[config.mk]
export PLATFORM = sky130hd
export DESIGN_NAME = add_3bit
export DESIGN_NICKNAME = d
export VERILOG_FILES = /design/src/rtl/add_3bit.sv
export SDC_FILE = /design/constraint.sdc
export NUM_CORES = 1
export LEC_CHECK = 0
export ABC_CLOCK_PERIOD_IN_PS = 3900
export BUFFER_PORTS_ARGS = -buffer_cell sky130_fd_sc_hd__buf_2
export CAP_MARGIN = 20
export CORE_AREA = 2 2 39 41
export DETAILED_ROUTE_END_ITERATION = 10
export DIE_AREA = 0 0 41 43
export GPL_TIMING_DRIVEN = 0
export PLACE_DENSITY_LB_ADDON = 0.15
export SLEW_MARGIN = 20
export SYNTH_ARGS = -nofsm -noshare
export SYNTH_HDL_FRONTEND = slang
export SYNTH_SLANG_ARGS = --single-unit
export TNS_END_PERCENT = 20
[constraint.sdc]
create_clock -name clk -period 3.9 [get_ports clk]
set_input_delay 0.78 -clock clk [delete_from_list [all_inputs] [get_ports clk]]
set_output_delay 0.78 -clock clk [all_outputs]
set_load 0.01 [all_outputs]
[src/rtl/add_3bit.sv]
`timescale 1ns/1ps
`default_nettype none
// ============================================================================
//  Module   : add_3bit
//  Purpose  : 3-bit unsigned adder with carry-in. It is built as a ripple
//             chain of three 1-bit full adders. The sum and carry-out are
//             available combinationally, and a registered copy is also given.
//  Ports    :
//    clk    in   1  rising-edge clock for the output registers
//    rst_n  in   1  asynchronous active-low reset (registered outputs only)
//    A      in   3  unsigned addend
//    B      in   3  unsigned addend
//    Cin    in   1  carry-in, weight 1
//    Sum    out  3  combinational A+B+Cin, bits [2:0]
//    Cout   out  1  combinational A+B+Cin, bit 3
//    Sum_q  out  3  Sum registered one cycle later
//    Cout_q out  1  Cout registered one cycle later
//  Revision : 1.0  initial release
// ============================================================================
module add_3bit (
  input  logic       clk,
  input  logic       rst_n,
  input  logic [2:0] A,
  input  logic [2:0] B,
  input  logic       Cin,
  output logic [2:0] Sum,
  output logic       Cout,
  output logic [2:0] Sum_q,
  output logic       Cout_q
);

  localparam int unsigned c_WIDTH = 3;

  // w_carry[i] is the carry into stage i; w_carry[c_WIDTH] is the final carry-out.
  logic [c_WIDTH:0]   w_carry;
  logic [c_WIDTH-1:0] w_sum;

  logic [c_WIDTH-1:0] r_sum_q;
  logic               r_cout_q;

  assign w_carry[0] = Cin;

  generate
    for (genvar gi = 0; gi < c_WIDTH; gi++) begin : g_stage
      logic w_p;  // propagate term a^b, shared by the sum and carry equations

      assign w_p            = A[gi] ^ B[gi];
      assign w_sum[gi]      = w_p ^ w_carry[gi];
      assign w_carry[gi+1]  = (A[gi] & B[gi]) | (w_carry[gi] & w_p);
    end
  endgenerate

  // The combinational outputs do not depend on clk or rst_n.
  assign Sum  = w_sum;
  assign Cout = w_carry[c_WIDTH];

  always_ff @(posedge clk or negedge rst_n) begin
    if (!rst_n) begin
      r_sum_q  <= '0;
      r_cout_q <= 1'b0;
    end else begin
      r_sum_q  <= w_sum;
      r_cout_q <= w_carry[c_WIDTH];
    end
  end

  assign Sum_q  = r_sum_q;
  assign Cout_q = r_cout_q;

endmodule
`default_nettype wire

==> flow_summary.toml <==
[clock_tree]
ctsResizeCount = 0
cts_root_buffer = "clkbuf_4"
cts_buffers = 3
cts_buffer_depth = 2
htreeDepth = 1
cts-hold-fix-buffers = 0
cts_sinks = 4
path_clk_slew_ns = 0.04
cts_setup_buffers = 0
tritoncts = "yes"

[timing]
setup_violations = 0
tightestPinTransition_ns = 0.102
hold-worst-slack_ns = 0.345
slew_headroom_pct = 93.2
fin_crit_ns = 3.01
fin_setup_tns_ns = 0
finalCritPeriodShare_pct = 77.2
report.final.slew_viol_count = 0
grt_setup_unrepaired = "false"
max_freq_ghz = 0.332
hold_violations = 0

[setup_path]
required_ns = 3.12
startpoint = "A[0]"
end_kind = "output port"
cp-start-kind = "input pin"
crit_type = "input pin to output port"
crit_slowest_cell = "fa_1"
crit_top_cell = "inv_1"
arrival_ns = 2.23
crit_chain = "buf_2 -> inv_1 -> fa_1 -> inv_1 -> fa_1 -> inv_1 -> fa_1 -> inv_1 -> buf_2"
cpPeakStageDelay_ns = 0.47
worstPathMaxFanout = 2

[cells_and_area]
final_nets = 50
multiInputGateArea_sq_um = 60.1
syn2layout_area_growth_pct = 62.0
num_antenna_cells = 0
regArea_sq_um = 100
fillCellCount = 154
drive_gt1_share_pct = 52.8

[floorplan]
dieHeight_um = 43
die_w_um = 41
num_rows = 14
core_area_sq_um = 1380
io_pins = 17
die_area_sq_um = 1760
start_util_pct = 14.3

[global_routing]
antenna_found_initial = 0
grt_pass1_vias = 166
grtUsageTotal_pct = 5.76
grt.overflow.total = 0
grt_pass1_wl_um = 593
grt_max_degree = 5

[route]
drtIter0Drc = 0
drc = 0
drt-met1-wl_um = 116
ant_nets = 0
wl_met2_um = 215
routedWlPerCell_um = 7.65
wirelength_um = 398
routed.top_layer = "met3"
first_pass_iters = 1
vias_per_cell = 3.13
route.met3.wl_um = 66
num_vias = 163

[yosys]
synth_area_sq_um = 198
avgSynthCellArea_sq_um = 11.6
postSynthCellCount = 17
seq_area_frac_synth_pct = 50.6
syn_nets = 29
ys_ff_latch = 4
yosysWarnings = 0
synth_cell_types = 3

[pwr]
peakVddDrop_uv = 62.3
p_per_area_nw_per_um2 = 418
p_leak_nw = 0.199

[placement]
place_congestion = 0.545
dp_hpwl_um = 369
port_buffers = 16

[outcome]
status = "finished clean"

[job]
cap_violations = 0

[min_path]
hold_class = "input pin to async pin"
-- worst paths after layout --
path / to / slack (ns)
worst max-delay path: Sum[2] / 0.89
worst min-delay path: Sum_q[1]$_DFF_PN0_ / 0.35
max in group asynchronous: Sum_q[0]$_DFF_PN0_ / 3.44
min in group clk: Sum_q[1]$_DFF_PN0_ / 0.88
-- routing by layer --
| metal | vias up | global-route usage, % |
|---|---|---|
| met5 | - | 0 |
| li1 | 79 | - |
| met2 | 11 | 7.19 |
| met4 | 0 | 10.0 |
| met3 | 0 | 1.57 |
| met1 | 73 | 5.25 |
-- sequential cells by signal (all words and copies together), names as in the netlist --
name and count:
Cout_q 1, Sum_q 3
-- per-stage QoR --
step / power (W) / area (sq um) / cells / util (%) / setup WS (ns)
final: 0.000134 / 320 / 52 / 23.1 / 0.887
after global routing: 0.000146 / 320 / 52 / 23.1 / 0.796
after CTS: 0.000138 / 320 / 52 / 23.1 / 0.866
after detailed placement: 0.0000867 / 298 / 49 / 21.5 / 0.868
after global placement: 0.0000852 / 298 / 49 / 21.5 / 0.887
after floorplan: 0.0000671 / 198 / 17 / - / 1.12
-- worst max-delay path: cells and delay by family --
kind	cells	cell delay, ns
adder cells (fa/ha/maj)	3	1.03
buffers and inverters	6	0.42
-- report_power, final --
part	internal [W]	switching, W
combinational	0.0000156	0.0000198
clock	0.0000343	0.0000151
sequential	0.0000480	0.00000127
-- cell usage after synthesis --
master | number | area, sq um
inv_1 | 10 | 37.5
fa_1 | 3 | 60.1
dfrtp_1 | 4 | 100
-- cell type report --
| cell class | instances | share of cell area, % |
|---|---|---|
| repair buffers | 16 | 25.0 |
| inverters | 10 | 11.7 |
| multi-input cells | 3 | 18.8 |
| well taps | 16 | 6.25 |
| flip-flops and latches | 4 | 31.3 |
| clock buffers | 3 | 7.03 |
-- layout by cell type (no fill, tap or decap) --
| cell type | netlist | layout |
|---|---|---|
| buf_2 | 0 | 16 |
| clkbuf_4 | 0 | 3 |
| dfrtp_1 | 4 | 4 |
| fa_1 | 3 | 3 |
| inv_1 | 10 | 10 |
-- cell families after synthesis --
logic type	after synthesis	share of synthesized area [%]
fa+ha+maj	3	30.4
flops	4	50.6
buf+inv	10	19.0
No activity file was read; power rests on OpenSTA's default activity.
